`config.mk`:
```
export PLATFORM = sky130hd
export DESIGN_NAME = writeback_stage
export DESIGN_NICKNAME = d
export VERILOG_FILES = /design/src/rtl/writeback_stage.sv
export SDC_FILE = /design/constraint.sdc
export NUM_CORES = 1
export LEC_CHECK = 0
export BUFFER_PORTS_ARGS = -buffer_cell sky130_fd_sc_hd__buf_2
export CELL_PAD_IN_SITES_DETAIL_PLACEMENT = 2
export CELL_PAD_IN_SITES_GLOBAL_PLACEMENT = 2
export CORE_ASPECT_RATIO = 0.5
export CORE_MARGIN = 2
export CORE_UTILIZATION = 32
export CTS_CLUSTER_SIZE = 8
export DETAILED_ROUTE_END_ITERATION = 6
export PLACE_DENSITY = 0.86
export SLEW_MARGIN = 15
export SYNTH_ARGS = -nofsm -noshare
export SYNTH_HDL_FRONTEND = slang
export SYNTH_SLANG_ARGS = --single-unit
```
`constraint.sdc`:
```
create_clock -name clk -period 2.5 [get_ports clk]
set_clock_uncertainty 0.2 [all_clocks]
set_input_delay 0.5 -clock clk [delete_from_list [all_inputs] [get_ports clk]]
set_output_delay 0.5 -clock clk [all_outputs]
set_load 0.05 [all_outputs]
```
`src/rtl/writeback_stage.sv`:
```
// MEM/WB pipeline register and write-back result selection for the RV32I pipeline.
// Optional retired-instruction counter enabled with `define WB_RETIRE_COUNT_EN.
module writeback_stage #(
  parameter int unsigned XLEN = 32
) (
  input  logic            clk,
  input  logic            rst,
  input  logic            ValidM,
  input  logic            RegWriteM,
  input  logic [1:0]      ResultSrcM,
  input  logic [2:0]      Funct3M,
  input  logic [4:0]      RdM,
  input  logic [XLEN-1:0] ALUResultM,
  input  logic [XLEN-1:0] ReadDataM,
  input  logic [XLEN-1:0] PCPlus4M,
  input  logic            StallW,
  input  logic            FlushW,
  output logic [XLEN-1:0] ResultW,
  output logic [4:0]      RdW,
  output logic            RegWriteW,
  output logic            ValidW
`ifdef WB_RETIRE_COUNT_EN
  ,
  output logic [63:0]     InstRetW
`endif
);

  typedef struct packed {
    logic            valid;
    logic            reg_write;
    logic [1:0]      result_src;
    logic [2:0]      funct3;
    logic [4:0]      rd;
    logic [XLEN-1:0] alu_result;
    logic [XLEN-1:0] read_data;
    logic [XLEN-1:0] pc_plus4;
  } wb_reg_t;

  wb_reg_t w_d;
  wb_reg_t w_q;

  logic [7:0]      ld_byte;
  logic [15:0]     ld_half;
  logic [XLEN-1:0] ld_data;

  always_comb begin
    w_d            = '0;
    w_d.valid      = ValidM;
    w_d.reg_write  = RegWriteM;
    w_d.result_src = ResultSrcM;
    w_d.funct3     = Funct3M;
    w_d.rd         = RdM;
    w_d.alu_result = ALUResultM;
    w_d.read_data  = ReadDataM;
    w_d.pc_plus4   = PCPlus4M;
  end

  // W register: flush beats stall
  always_ff @(posedge clk or negedge rst) begin
    if (!rst) begin
      w_q <= '0;
    end else if (FlushW) begin
      w_q <= '0;
    end else if (!StallW) begin
      w_q <= w_d;
    end
  end

  // Byte/half lanes picked straight from the offset to keep the path short
  always_comb begin
    ld_byte = 8'h00;
    case (w_q.alu_result[1:0])
      2'b00:   ld_byte = w_q.read_data[7:0];
      2'b01:   ld_byte = w_q.read_data[15:8];
      2'b10:   ld_byte = w_q.read_data[23:16];
      default: ld_byte = w_q.read_data[31:24];
    endcase
    ld_half = w_q.alu_result[1] ? w_q.read_data[31:16] : w_q.read_data[15:0];
  end

  always_comb begin
    ld_data = w_q.read_data;
    case (w_q.funct3)
      3'b000:  ld_data = {{(XLEN-8){ld_byte[7]}}, ld_byte};
      3'b100:  ld_data = {{(XLEN-8){1'b0}}, ld_byte};
      3'b001:  ld_data = {{(XLEN-16){ld_half[15]}}, ld_half};
      3'b101:  ld_data = {{(XLEN-16){1'b0}}, ld_half};
      default: ld_data = w_q.read_data;
    endcase
  end

  always_comb begin
    ResultW = w_q.alu_result;
    case (w_q.result_src)
      2'b01:   ResultW = ld_data;
      2'b10:   ResultW = w_q.pc_plus4;
      default: ResultW = w_q.alu_result;
    endcase
  end

  // x0 is never written anywhere else in the pipeline
  assign RegWriteW = w_q.reg_write & w_q.valid & (w_q.rd != 5'd0);
  assign RdW       = w_q.rd;
  assign ValidW    = w_q.valid;

`ifdef WB_RETIRE_COUNT_EN
  localparam int unsigned CNT_W = 64;

  logic [CNT_W-1:0] inst_ret_q;

  // Counts the held instruction as retired when it leaves W; wraps naturally
  always_ff @(posedge clk or negedge rst) begin
    if (!rst) begin
      inst_ret_q <= '0;
    end else if (w_q.valid && !StallW) begin
      inst_ret_q <= inst_ret_q + CNT_W'(1);
    end
  end

  assign InstRetW = inst_ret_q;
`endif

endmodule
```
==> results of run 1 <==
-- layer usage --
layer | track usage [%] | share of wire (%) | up-vias
met2 | 50.6 | 49 | 216
met1 | 36.8 | 43 | 2712
met5 | 0 | 0.048 | -
met3 | 4.70 | 5.3 | 68
met4 | 10.5 | 3.1 | 2
li1 | - | - | 2203
-- power breakdown --
group / internal, W / leakage [nW] / switching, W
combinational: 0.000483 / 2.31 / 0.000738
sequential: 0.00184 / 1.43 / 0.000109
clock: 0.000684 / 0.127 / 0.000737
total: 0.00301 / 3.86 / 0.00158
-- final cells by class --
class                           count  area (µm²)  share of cell area, %
Tap cell                          227         284                   3.58
Timing Repair Buffer              212        1590                   20.0
Clock buffer                       11         233                   2.94
Inverter                           11        45.0                  0.568
Multi-Input combinational cell    358        3040                   38.3
Clock inverter                      4        33.8                  0.426
Sequential cell                   108        2710                   34.2
-- what timing repair did --
action	4_1_cts	5_1_grt
gates cloned	2	0
setup endpoints to repair	32	32
hold buffers	1	0
endpoints found under the hold margin	10	0
buffers inserted	4	4
pin swaps	11	4
resized for setup	106	22
-- final timing paths --
kind,cells after the start,startpoint,to
worst max-delay path,5,w_q[65],ResultW[17]
min in group asynchronous,2,rst,w_q[90]
worst min-delay path,3,ReadDataM[18],w_q[50]
worst max register to register,4,w_q[65],w_q[65]
max in group asynchronous,3,rst,w_q[6]
worst min register to register,2,w_q[69],w_q[69]
-- synthesized netlist by cell type --
cell type	n	area [µm²]
sky130_fd_sc_hd__nor2_1	117	439
sky130_fd_sc_hd__dfrtp_1	108	2700
sky130_fd_sc_hd__mux2i_1	108	1080
sky130_fd_sc_hd__clkbuf_1	24	90.1
sky130_fd_sc_hd__a22oi_1	23	173
sky130_fd_sc_hd__a21oi_1	19	95.1
sky130_fd_sc_hd__buf_2	16	80.1
sky130_fd_sc_hd__o21ai_0	15	75.1
sky130_fd_sc_hd__inv_1	11	41.3
sky130_fd_sc_hd__a221o_1	9	90.1
sky130_fd_sc_hd__nand2_1	8	30.0
sky130_fd_sc_hd__mux2_2	7	78.8
sky130_fd_sc_hd__a221oi_1	6	52.6
sky130_fd_sc_hd__o22ai_1	6	37.5
sky130_fd_sc_hd__o31ai_1	6	45.0
sky130_fd_sc_hd__buf_4	5	37.5
sky130_fd_sc_hd__nand2b_1	5	31.3
sky130_fd_sc_hd__nor2b_1	3	18.8
sky130_fd_sc_hd__o21ai_1	3	15.0
sky130_fd_sc_hd__o221ai_1	3	26.3
sky130_fd_sc_hd__and2_1	2	12.5
sky130_fd_sc_hd__ha_1	2	25.0
sky130_fd_sc_hd__mux2_4	2	30.0
sky130_fd_sc_hd__nor3_1	2	10.0
sky130_fd_sc_hd__a211o_1	1	8.76
sky130_fd_sc_hd__a221oi_2	1	15.0
sky130_fd_sc_hd__a221oi_4	1	26.3
sky130_fd_sc_hd__buf_1	1	3.75
sky130_fd_sc_hd__buf_6	1	11.3
sky130_fd_sc_hd__nand3_1	1	5.00
sky130_fd_sc_hd__nor3b_1	1	7.51
sky130_fd_sc_hd__nor3b_2	1	12.5
sky130_fd_sc_hd__o2111a_1	1	11.3
sky130_fd_sc_hd__o21a_1	1	7.51
sky130_fd_sc_hd__o311a_1	1	10.0
sky130_fd_sc_hd__or3_1	1	6.26
sky130_fd_sc_hd__or3b_1	1	8.76
-- sequential cells by signal (all words and copies together) (netlist names) --
name	count
RdW	5
w_q	102
ValidW	1
-- worst register-to-register path, stage by stage (launching register included) --
cell	delay (ns)
sky130_fd_sc_hd__dfrtp_2	0.45
sky130_fd_sc_hd__buf_6	0.15
sky130_fd_sc_hd__buf_6	0.15
sky130_fd_sc_hd__mux2i_1	0.26
sky130_fd_sc_hd__nor2_1	0.10
-- cells by family (layout without fill, tap and decap cells) --
group,after synthesis,count (layout)
AO/OA/AOI/OAI,96,97
flip-flops,108,108
adder cells (fa/ha/maj),2,2
multiplexers,117,117
AND/OR/NAND/NOR,142,142
buffers and inverters,58,238
-- per-stage QoR --
stage	cell area (µm²)	hold WS [ns]
detailed placement	7040	0.164
floorplan	5730	0.00441
global route	7930	0.191
finish	7930	0.177
CTS	7820	0.171
global placement	7040	0.161
==> results.md, run 1 <==
* Area growth from synthesis to final layout at 45.4%
* Vias at around 5200
* Fraction of the mapped netlist area in compound gates at 12.6%
* Half-perimeter wire length of the detailed placement result at about 16000 µm
* Slowest cell on the critical path: sky130_fd_sc_hd__dfrtp_2
* CTS sink count at 108
* Worst slack at placement at -0.256 ns
* Worst path arrival time at roughly 2.3 ns
* TritonCTS clock tree: done
* Total negative setup slack at -12.30 ns
* Power per standard cell area at a little under 600 nW/µm²
* Antenna violations before repair at 2
* Gate family responsible for the most delay along the worst path: compound AO/OA/AOI/OAI gates
* Combinational family with the most area after synthesis: multiplexers
* Post-Synthesis Cell Area at between 5000 and 6000 µm²
* First-pass GRT wire length at between 30000 and 40000 µm
* Total of endpoints with negative setup slack in the final report at 32
* Die outline area at approximately 18000 µm²
* Largest fanout on the critical path at 8
* Worst slew margin relative to its limit at around 60%
* Area share of fa/ha/maj cells after synthesis at less than 1%
* Port Buf Inserts at 150
* WP buf/inv at 1
* Yosys synthesis warning count at 0
* Worst setup SP type: flop
* Post-CTS clock slew at the launch and capture registers of the worst setup and hold paths at around 0.080 ns
* Number of standard cells in the final layout excluding fillers at 931
* Drt first pass iters at 4
* Count of placed standard cells including taps at 907
* Setup crit end kind: output pin
* Diodes inserted at 0
* Most common cell after layout, fill and taps aside: sky130_fd_sc_hd__nor2_1
* PnR Total Power at approximately 0.0046 W
* #FFs+latches synth at about 110
* Setup repair after global routing missed its margin: true
* Largest net degree at the start of global routing at 57
* Number of nets produced by synthesis at roughly 640
* Total congestion overflow after global routing at 0
* Crit path cell chain: mux2_4, nor2_1, a211o_4, o221ai_4, buf_12
* Overall Global Routing Usage at around 29%
* Ratio of final minimum period to clock period at 120%
* Syn Inst Count at roughly 520
* Average size of a mapped cell at roughly 10 µm²
* Share of synthesized area spent on multiplexers at ~22%
* Reported leakage power at 3.86 nW
* Register area share after synthesis at between 40 and 50%
* Delay of the slowest cell on the worst path at ~0.45 ns
* Effective utilization at floorplan at around a third
* DRT Wirelength at 27100 µm
* Status: finished, violations left
* GP Congestion at approximately 0.97
* Final standard cell utilization of the core at 48.0%
* Count of cell types in the netlist at 37
* Worst-Margin Slew at 0.604 ns
* Remaining DRCs at 0
* Number of I/O pins at roughly 150
* Leading cell types in the layout, fill and taps excluded: sky130_fd_sc_hd__nor2_1 (116), sky130_fd_sc_hd__buf_2 (115), sky130_fd_sc_hd__mux2i_1 (108)
* XOR/XNOR Fraction of Synth Area at 0%
* R2r setup slk at around 1.0 ns
* Worst setup margin at -0.497 ns
* Share of cells above drive strength 1 at around 44%
* Number of fill cells at ~1700
* Period minus WS final at roughly 3 ns
* Source-to-sink clock delay at the later pin of the worst-skew pair at between 0.3 and 0.4 ns
* Kind of path behind the tightest hold check: primary input to flop
* Max-capacitance violation count at 0
* Via density per instance at 5.59
* Level count of the clock H-tree at 3
* Final slew viol count at 0
* Violations in the final reports: setup timing
* Upper clock frequency limit at roughly 330 MHz
* Simple-gate portion of the synthesized area at between 10% and 20%
* Detailed Route Iter0 Violations at between 300 and 400
* Total clock buffers created by CTS at 9
* WS Path Type: flop to output pin
* Vias in the first global route at ~5800
* Final Hold Fails at 0
* Net count of the finished layout at 814
* Remaining antenna violation count after routing at 0
* Deepest clock path buffer count at 2
* CP Data Required Time at 1.80 ns
* Average detailed-routed wire length per instance at 29.1 µm
* Cell Rows at 33
* Floorplan Core Area at roughly 17000 µm²
* Die X at around 190 µm
* Vertical die dimension at between 90 and 100 µm
* Clock Root Buffer: sky130_fd_sc_hd__clkbuf_16
* Maximum VDD drop at 0.000316 V
(Power assumes the default switching activity.)
==> run 2, diff against run 1 <==
--- a/config.mk
+++ b/config.mk
@@ -5,12 +5,13 @@
 export SDC_FILE = /design/constraint.sdc
 export NUM_CORES = 1
 export LEC_CHECK = 0
+export ABC_AREA = 1
 export BUFFER_PORTS_ARGS = -buffer_cell sky130_fd_sc_hd__buf_2
 export CELL_PAD_IN_SITES_DETAIL_PLACEMENT = 2
 export CELL_PAD_IN_SITES_GLOBAL_PLACEMENT = 2
 export CORE_ASPECT_RATIO = 0.5
 export CORE_MARGIN = 2
-export CORE_UTILIZATION = 32
+export CORE_UTILIZATION = 29
 export CTS_CLUSTER_SIZE = 8
 export DETAILED_ROUTE_END_ITERATION = 6
 export PLACE_DENSITY = 0.86
==> run 2 against run 1 <==
The run still ends with setup timing left. Largest power group is now combinational cells. Via count increased by 25%. Register-to-register slack better by 0.22 ns. Hold slack lost 0.020 ns.
==> results.md, run 2 <==
* Status: finished, violations left
* Violations in the final reports: setup timing
* Source-to-sink clock delay at the later pin of the worst-skew pair at around 0.38 ns
* Port Buf Inserts at 150
* Combinational family with the most area after synthesis: simple AND/OR/NAND/NOR gates
* Vias in the first global route at a little under 7000
* Level count of the clock H-tree at 3
* Final slew viol count at 0
* Die outline area at 20800 µm²
* Final Hold Fails at 0
* Share of synthesized area spent on multiplexers at 0%
* Post-Synthesis Cell Area at approximately 5700 µm²
* Clock Root Buffer: sky130_fd_sc_hd__clkbuf_16
* Worst slew margin relative to its limit at between 20% and 30%
* Fraction of power consumed by the clock network at between 20% and 30%
* Post-synth EDFFs at 0
* Via density per instance at approximately 5.6
* Overall Global Routing Usage at around a quarter
* Worst-Margin Slew at 1.09 ns
* Worst setup margin at -0.353 ns
* Fraction of registers with async set or reset after synthesis at 100%
* GP Congestion at roughly 0.90
* Total area of sequential cells at 2710 µm²
* Share of cells above drive strength 1 at between 30% and 40%
* Fraction of power consumed by sequential logic at 36.0%
* CP Data Required Time at ~1.8 ns
* Number of standard cells in the final layout excluding fillers at 1168
* Drt first pass iters at 4
* Final standard cell utilization of the core at roughly two fifths
* Max-capacitance violation count at 0
* Period minus WS final at about 2.9 ns
* Largest cells by area after synthesis: sky130_fd_sc_hd__dfrtp_1 (47%), sky130_fd_sc_hd__nand3_1 (13%), sky130_fd_sc_hd__nand2_1 (9.8%)
* Yosys synthesis warning count at 0
* Upper clock frequency limit at between 300 and 400 MHz
* Net switching fraction of the power at 41.1%
* Area share of fa/ha/maj cells after synthesis at less than 1%
* Number of fill cells at between 2000 and 2500
* Vertical die dimension at ~100 µm
* End point of the most critical hold path: w_q[11]
* Area growth from synthesis to final layout at 42.6%
* TritonCTS clock tree: done
* Power per standard cell area at ~670 nW/µm²
* Simple-gate portion of the synthesized area at 26.4%
* #FFs+latches synth at 108
* Deepest clock path buffer count at 2
* Worst path arrival time at about 2.2 ns
* Detailed Route Iter0 Violations at approximately 470
* Count of placed standard cells including taps at approximately 1100
* Maximum VDD drop at 0.000333 V
* Switching component of the power at between 0.002 and 0.0025 W
* Antenna violations before repair at 1
* Average size of a mapped cell at between 7 and 8 µm²
* Remaining DRCs at 0
* Setup repair after global routing missed its margin: true
* Setup crit end kind: output pin
* Largest register FFs at about 100
* Crit Reg-Reg Startpoint: w_q[105]
* Total clock buffers created by CTS at 9
* Register area share after synthesis at 47.5%
* CTS sink count at approximately 110
* Kind of path behind the tightest hold check: primary input to flop
* Reg2Reg Capture Point: w_q[105]
* DRT Wirelength at about 32000 µm
* Fraction of the mapped netlist area in compound gates at between 10% and 20%
* Cell depth of the worst min-delay path at 3
* Post-synth top area share at a little under half
* Startpoint of the lowest-slack hold path: PCPlus4M[11]
* WS Path Type: flop to output pin
* Average detailed-routed wire length per instance at ~27 µm
* Effective utilization at floorplan at a little under 30%
* Total of endpoints with negative setup slack in the final report at 32
* Floorplan Core Area at 19400 µm²
* Cell taking the most area after synthesis: sky130_fd_sc_hd__dfrtp_1
* PnR Total Power at 0.00545 W
* Die X at a little over 200 µm
* Largest net degree at the start of global routing at 115
* Leading cell types in the layout, fill and taps excluded: sky130_fd_sc_hd__nand3_1 (144), sky130_fd_sc_hd__buf_2 (117), sky130_fd_sc_hd__nand2_1 (113)
* Net count of the finished layout at 1009
* Syn Inst Count at approximately 750
* Half-perimeter wire length of the detailed placement result at around 17000 µm
* Synth cell count leaders: sky130_fd_sc_hd__nand2_1 (149), sky130_fd_sc_hd__nand3_1 (149), sky130_fd_sc_hd__dfrtp_1 (108)
* R2r setup slk at ~1.3 ns
* Top reg by flops: w_q
* Footprint of the multi-input gates at around 3100 µm²
* Most common flop cell mapped by yosys: sky130_fd_sc_hd__dfrtp_1
* Number of nets produced by synthesis at 866
* Count of cell types in the netlist at 23
* Worst setup SP type: flop
* Setup crit start: w_q[104]
* Remaining antenna violation count after routing at 0
* Vias at 6512
* Number of I/O pins at approximately 150
* Largest fanout on the critical path at 17
* XOR/XNOR Fraction of Synth Area at 0%
* Total congestion overflow after global routing at 0
* Cell Rows at 36
* Cells on worst reg2reg path at 4
* Ratio of final minimum period to clock period at 114%
* Part of the power in combinational logic at between 30 and 40%
* Reported leakage power at roughly 3.8 nW
* Most common cell after layout, fill and taps aside: sky130_fd_sc_hd__nand3_1
* First-pass GRT wire length at around 41000 µm
* Cell-internal power at about 0.0032 W
* Post-CTS clock slew at the launch and capture registers of the worst setup and hold paths at around 0.090 ns
## run 2: worst max-delay path by stage
stage	to	slack (ns)	depth (start not counted)
floorplan	ResultW[23]	0.06	7
global placement	ResultW[23]	0.11	7
detailed placement	ResultW[23]	0.003	7
CTS	ResultW[1]	-0.14	8
global route	ResultW[15]	-0.39	9
finish	ResultW[9]	-0.35	8
## run 2: stage by stage
| step | setup WS (ns) | area [µm²] | setup TNS, ns | hold WS, ns |
|---|---|---|---|---|
| global route | -0.389 | 8120 | -8.55 | 0.172 |
| CTS | -0.140 | 7720 | -2.97 | 0.145 |
| detailed placement | 0.00259 | 6930 | 0 | 0.301 |
| floorplan | 0.0621 | 5770 | 0 | 0.00441 |
| global placement | 0.109 | 6930 | 0 | 0.291 |
| finish | -0.353 | 8120 | -7.66 | 0.157 |
## run 2: layout make-up
type / instances / area share (%)
Antenna cell: 2 / 0.0616
Clock buffer: 9 / 2.77
Clock inverter: 7 / 0.724
Inverter: 44 / 2.22
Multi-Input combinational cell: 533 / 37.9
Sequential cell: 108 / 33.3
Tap cell: 266 / 4.10
Timing Repair Buffer: 199 / 18.9
## run 2: kinds of logic (layout without fill, tap and decap cells)
family          after synthesis  after routing
fa+ha+maj                     2              2
compound gates              188            188
flops                       108            108
other cells                   0              2
buf+inv                     112            259
simple gates                342            343
## run 2: layer usage
metal | GRT usage, % | share of wire [%]
met5 | 0 | 0
met4 | 9.66 | 4.1
met3 | 6.98 | 6.5
met2 | 43.3 | 47
met1 | 33.7 | 42
## run 2: power groups by stage
stage | clock [W] | sequential [W] | combinational, W
after global routing | 0.00155 | 0.00197 | 0.00209
after detailed placement | 0 | 0.00197 | 0.00149
final | 0.00149 | 0.00196 | 0.00200
after CTS | 0.00148 | 0.00194 | 0.00174
after floorplan | 0 | 0.00194 | 0.000957
after global placement | 0 | 0.00196 | 0.00145
## run 2: critical path, cell delays in order (launching register included)
cell and delay, ns:
sky130_fd_sc_hd__dfrtp_1 0.44, sky130_fd_sc_hd__buf_4 0.16, sky130_fd_sc_hd__ha_4 0.18, sky130_fd_sc_hd__inv_8 0.09, sky130_fd_sc_hd__buf_12 0.15, sky130_fd_sc_hd__a21oi_1 0.26, sky130_fd_sc_hd__nand2_2 0.11, sky130_fd_sc_hd__a21oi_2 0.18
sky130_fd_sc_hd__buf_6 0.19
## run 2: timing repair
action                                  4_1_cts  5_1_grt
setup buffers                                 8        9
hold endpoints to repair                     40        0
endpoints found under the setup margin       32       32
pin swaps                                    12       35
hold buffers                                  1        0
cloned                                        1        1
resized for setup                           122       74
